==> src/rtl/perceptron_frame_loader.sv <==
// -----------------------------------------------------------------------------
// perceptron_frame_loader
//
// Accepts a valid/ready byte stream carrying framed load commands and stages
// the operands of a combinational perceptron. A complete frame is committed to
// the operand outputs in a single cycle, so the perceptron never sees a mixed
// old/new operand set. The cycle after the commit, the perceptron's output is
// captured into o_result_q. Bad headers and frames that stall for TIMEOUT
// consecutive cycles are flagged.
//
// Frames:
//   0xA5 + 10 bytes : in0..in3, weight0..weight3, bias, threshold
//   0x5A +  4 bytes : in0..in3 (weights, bias, threshold kept)
//
// Ports:
//   i_clk, i_rst           clock, synchronous active-high reset
//   i_data_in/i_data_valid stream byte and its valid strobe
//   o_ready                byte can be accepted this cycle (decoded from state)
//   i_result_in            perceptron output, combinational from operands
//   o_in0..o_in3           committed perceptron inputs
//   o_weight0..o_weight3   committed shift weights
//   o_bias, o_threshold    committed bias and threshold
//   o_result_q             captured perceptron result
//   o_result_valid         one-cycle pulse when o_result_q updates
//   o_err_pulse            one-cycle pulse on a frame error
//   o_err_code             sticky last error: 00 none, 01 bad header, 10 timeout
//   o_frame_count          committed frames, modulo 256
// -----------------------------------------------------------------------------
module perceptron_frame_loader #(
  parameter int unsigned TIMEOUT = 255
) (
  input  logic       i_clk,
  input  logic       i_rst,
  input  logic [7:0] i_data_in,
  input  logic       i_data_valid,
  output logic       o_ready,
  input  logic [7:0] i_result_in,
  output logic [7:0] o_in0,
  output logic [7:0] o_in1,
  output logic [7:0] o_in2,
  output logic [7:0] o_in3,
  output logic [7:0] o_weight0,
  output logic [7:0] o_weight1,
  output logic [7:0] o_weight2,
  output logic [7:0] o_weight3,
  output logic [7:0] o_bias,
  output logic [7:0] o_threshold,
  output logic [7:0] o_result_q,
  output logic       o_result_valid,
  output logic       o_err_pulse,
  output logic [1:0] o_err_code,
  output logic [7:0] o_frame_count
);

  typedef enum logic [1:0] {
    S_IDLE,
    S_LOAD,
    S_COMMIT,
    S_CAPTURE
  } state_t;

  localparam logic [7:0]  HDR_FULL  = 8'hA5;
  localparam logic [7:0]  HDR_INPUT = 8'h5A;
  localparam logic [1:0]  ERR_NONE  = 2'b00;
  localparam logic [1:0]  ERR_HDR   = 2'b01;
  localparam logic [1:0]  ERR_TOUT  = 2'b10;
  // Idle count seen during the cycle that ends the TIMEOUT-th idle cycle.
  localparam logic [15:0] IDLE_LAST = 16'(TIMEOUT - 1);

  state_t      r_state;
  state_t      w_next;
  logic        r_full;          // 1: full frame, 0: input-only frame
  logic [3:0]  r_idx;
  logic [15:0] r_idle;
  logic [7:0]  r_stage [10];
  logic [7:0]  r_op    [10];    // committed operands, same order as payload

  logic w_accept;
  logic w_last;
  logic w_timeout;

  assign o_ready   = (r_state == S_IDLE) || (r_state == S_LOAD);
  assign w_accept  = i_data_valid && o_ready;
  assign w_last    = r_full ? (r_idx == 4'd9) : (r_idx == 4'd3);
  // A valid byte in the would-be timeout cycle wins, hence the !i_data_valid.
  assign w_timeout = (r_state == S_LOAD) && !i_data_valid && (r_idle == IDLE_LAST);

  always_ff @(posedge i_clk) begin
    if (i_rst) r_state <= S_IDLE;
    else       r_state <= w_next;
  end

  // NOTE: every combinational output is given a default before the case so no
  // path leaves it unassigned, which would otherwise infer a latch.
  always_comb begin
    w_next = r_state;
    unique case (r_state)
      S_IDLE:    if (w_accept && (i_data_in == HDR_FULL || i_data_in == HDR_INPUT))
                   w_next = S_LOAD;
      S_LOAD:    if (w_accept && w_last) w_next = S_COMMIT;
                 else if (w_timeout)     w_next = S_IDLE;
      S_COMMIT:  w_next = S_CAPTURE;
      S_CAPTURE: w_next = S_IDLE;
      default:   w_next = S_IDLE;
    endcase
  end

  // NOTE: the staging array is small and reset alongside the rest so a frame
  // aborted by reset cannot leak stale bytes; larger memories would not be.
  always_ff @(posedge i_clk) begin
    if (i_rst) begin
      r_full         <= 1'b0;
      r_idx          <= '0;
      r_idle         <= '0;
      o_result_q     <= '0;
      o_result_valid <= 1'b0;
      o_err_pulse    <= 1'b0;
      o_err_code     <= ERR_NONE;
      o_frame_count  <= '0;
      for (int i = 0; i < 10; i++) begin
        r_stage[i] <= '0;
        r_op[i]    <= '0;
      end
    end else begin
      o_result_valid <= 1'b0;
      o_err_pulse    <= 1'b0;
      unique case (r_state)
        S_IDLE: begin
          if (w_accept) begin
            if (i_data_in == HDR_FULL || i_data_in == HDR_INPUT) begin
              r_full <= (i_data_in == HDR_FULL);
              r_idx  <= '0;
              r_idle <= '0;
            end else begin
              o_err_pulse <= 1'b1;
              o_err_code  <= ERR_HDR;
            end
          end
        end
        S_LOAD: begin
          if (w_accept) begin
            r_stage[r_idx] <= i_data_in;
            r_idx          <= r_idx + 4'd1;
            r_idle         <= '0;
          end else if (w_timeout) begin
            o_err_pulse <= 1'b1;
            o_err_code  <= ERR_TOUT;
          end else begin
            r_idle <= r_idle + 16'd1;
          end
        end
        S_COMMIT: begin
          for (int i = 0; i < 10; i++)
            if (r_full || i < 4) r_op[i] <= r_stage[i];
          o_frame_count <= o_frame_count + 8'd1;
          o_err_code    <= ERR_NONE;
        end
        S_CAPTURE: begin
          o_result_q     <= i_result_in;
          o_result_valid <= 1'b1;
        end
        default: ;
      endcase
    end
  end

  assign o_in0       = r_op[0];
  assign o_in1       = r_op[1];
  assign o_in2       = r_op[2];
  assign o_in3       = r_op[3];
  assign o_weight0   = r_op[4];
  assign o_weight1   = r_op[5];
  assign o_weight2   = r_op[6];
  assign o_weight3   = r_op[7];
  assign o_bias      = r_op[8];
  assign o_threshold = r_op[9];

endmodule

==> config.mk <==
export PLATFORM = sky130hd
export DESIGN_NAME = perceptron_frame_loader
export DESIGN_NICKNAME = d
export VERILOG_FILES = /design/src/rtl/perceptron_frame_loader.sv
export SDC_FILE = /design/constraint.sdc
export NUM_CORES = 1
export LEC_CHECK = 0
export CORE_MARGIN = 4
export CORE_UTILIZATION = 35
export CTS_CLUSTER_SIZE = 25
export DETAILED_ROUTE_END_ITERATION = 8
export GPL_TIMING_DRIVEN = 0
export MAX_ROUTING_LAYER = met4
export PLACE_DENSITY_LB_ADDON = 0.2
export RECOVER_POWER = 100
export SYNTH_ARGS = -nofsm -noshare
export SYNTH_HDL_FRONTEND = slang
export SYNTH_SLANG_ARGS = --single-unit
export TNS_END_PERCENT = 100
==> constraint.sdc <==
create_clock -name i_clk -period 3.4 [get_ports i_clk]
set_clock_uncertainty 0.1 [all_clocks]
set_input_delay 0.85 -clock i_clk [delete_from_list [all_inputs] [get_ports i_clk]]
set_output_delay 0.85 -clock i_clk [all_outputs]
set_load 0.01 [all_outputs]
==> impl_metrics.json <==
{
  "status": "completed",
  "gp_congestion": 0.825,
  "avgSynthCellArea_um2": 12.8,
  "grt_pass1_vias": 5381,
  "fillers": 2032,
  "fin_nets": 819,
  "yosys_warnings": 0,
  "min_path_type": "flop to flop",
  "dieArea_um2": 26100,
  "ys_seq_area_share_pct": 68.6,
  "cp.required_ns": 2.45,
  "async_flop_share_pct": 0,
  "critPathCaptureType": "primary output",
  "cts_setup_buffers": 0,
  "rsz0062_at_grt": "no",
  "critPathMaxFanout": 10,
  "gr-total-overflow": 0,
  "post_cts_resized": 0,
  "synth.cell_area_um2": 8260,
  "synth_top_area_share_pct": 58.1,
  "path_clk_slew_ns": 0.06,
  "syn-num-nets": 673,
  "die_height_um": 162,
  "wl_per_cell_um": 16.1,
  "syn_to_final_growth_pct": 28.6,
  "grt_antenna_before_repair": 0,
  "cts_buffer_depth": 3,
  "post-route-period-util_pct": 93.1,
  "cts_tree": "yes",
  "fin_setup_tns_ns": 0,
  "peakVddDrop_mv": 0.265,
  "ant_nets": 0,
  "grt_pass1_wl_um": 28700,
  "power.density_nw_per_um2": 514,
  "antenna_cells": 0,
  "tightest_slew_ns": 0.773,
  "ctsHoldBuffers": 0,
  "drt_iter0_markers": 349,
  "ys_types": 53,
  "cts-htree-levels": 1,
  "io_buffers": 119,
  "routed_wl_um": 18100,
  "dp_hpwl_um": 12800,
  "initial_core_util_pct": 36.1,
  "total_power_mw": 5.46,
  "maxSlewHeadroom_pct": 48.5,
  "post-route-cell-area_um2": 10600,
  "ios": 120,
  "finalHoldViolCount": 0,
  "via_per_inst": 4.80,
  "fp.dieW_um": 162,
  "layout_commonest_cell": "edfxtp_1",
  "syn_inst": 645,
  "drv_cap": 0,
  "core_area_um2": 22900,
  "dr.pass1.iters": 5,
  "r2r_setup_slack_ns": 0.60,
  "timing_max_transition_violations_final": 0,
  "insertion_delay_ns": 0.51,
  "hold-worst-slack_ns": 0.373,
  "cp-start-kind": "flop",
  "netlist_top_cells_area": "edfxtp_1 (58%), dfxtp_1 (10%), nor2_1 (4.0%), and3_1 (3.9%), mux2i_1 (3.1%)",
  "synth_top_area_cell": "edfxtp_1",
  "vias": 5389,
  "numClockSinks": 203,
  "synth_edf_count": 160,
  "post-route-util_pct": 46.4,
  "power_leakage_nw": 4.02,
  "placed_area_um2": 9870,
  "layout-drive-gt1-share_pct": 6.43,
  "cts_root_buffer": "clkbuf_16",
  "ys_ff_latch": 203,
  "cp.arrival_ns": 2.22,
  "numCtsBuffers": 24,
  "layout_common_cells": "edfxtp_1 (160), dlygate4sd3_1 (103), nor2_1 (89), and3_1 (52), dfxtp_1 (43)",
  "rows": 55,
  "critPathKind": "flop to primary output",
  "max_freq_mhz": 316,
  "grt_max_degree": 33,
  "drcViolationCount": 0,
  "synthFlopType": "edfxtp_1",
  "fin_crit_ns": 3.17,
  "grt.total_usage_pct": 13.9,
  "setup_viol": 0
}
-- worst max-delay path, cell delays in order, from the launching register on --
cell and delay (ns):
dfxtp_1 0.40, inv_1 0.12, ha_1 0.22, buf_4 0.17, nor2_1 0.18, inv_1 0.11
clkdlybuf4s50_1 0.50
-- cell families (layout without fill, tap and decap cells) --
kind of cell | count (synthesis) | count (layout) | share of synthesized area (%)
multiplexers | 27 | 27 | 3.29
buffers and inverters | 52 | 216 | 2.74
XOR/XNOR | 5 | 5 | 0.530
flip-flops | 203 | 203 | 68.6
AO/OA/AOI/OAI | 46 | 46 | 4.18
adder cells (fa/ha/maj) | 9 | 9 | 1.36
AND/OR/NAND/NOR | 303 | 303 | 19.3
-- routing by layer --
metal	wire length [µm]	vias to the layer above	GRT usage, %	share of wire, %
met5	0	-	-	0
met4	185	0	3.65	1.0
met3	1180	15	2.72	6.5
met2	8680	160	22.4	48
met1	8040	2621	18.1	44
li1	-	2593	-	-
-- per-stage QoR --
stage,instances,worst slack [ns]
after detailed placement,1078,-0.200
final,1122,0.235
after CTS,1122,0.198
after floorplan,645,0.536
after global placement,1077,-0.810
after global routing,1122,0.0774
-- path summary, 6_finish.rpt --
check                                 from  cells past startpoint            end
worst max-delay path            r_state[0]                      6        o_ready
worst max register to register        flop                      8  r_stage[5][6]
worst min-delay path            r_idle[15]                      2     r_idle[15]
worst min register to register  r_idle[15]                      2     r_idle[15]
-- power breakdown --
part / internal (mW) / total [mW] / switching (mW)
Sequential: 2.74 / 2.76 / 0.0203
Combinational: 0.109 / 0.260 / 0.151
Clock: 1.48 / 2.44 / 0.962
Total: 4.33 / 5.46 / 1.13
-- cell usage after synthesis (all sizes together) (3+ instances only) --
master	number
a21oi	17
mux2i	26
nor4	3
nand2	38
nor3	5
inv	16
nor2	90
nor2b	3
clkbuf	26
and2	41
nand4	12
nand3	11
edfxtp	160
xor2	4
o21ai	6
buf	10
or2	3
a211oi	6
nand4bb	4
ha	9
and3	52
nand2b	31
dfxtp	43
-- registers in the layout (all words and copies together), names as in the netlist, named ones only --
register        flops
r_idle             16
r_state             1
o_err_code          2
r_op               80
r_idx               4
r_full              1
r_stage            80
o_result_valid      1
o_result_q          8
o_frame_count       8
o_err_pulse         1
-- area by class of cell --
type	instances	area, µm²	share of cell area [%]
Sequential cell	203	5670	53.3
Multi-Input combinational cell	390	2360	22.2
Timing Repair Buffer	120	1220	11.5
Clock buffer	32	676	6.36
Tap cell	313	392	3.68
Buffer	36	163	1.53
Clock inverter	12	97.6	0.918
Inverter	16	60.1	0.565
No activity file was read; power rests on OpenSTA's default activity.
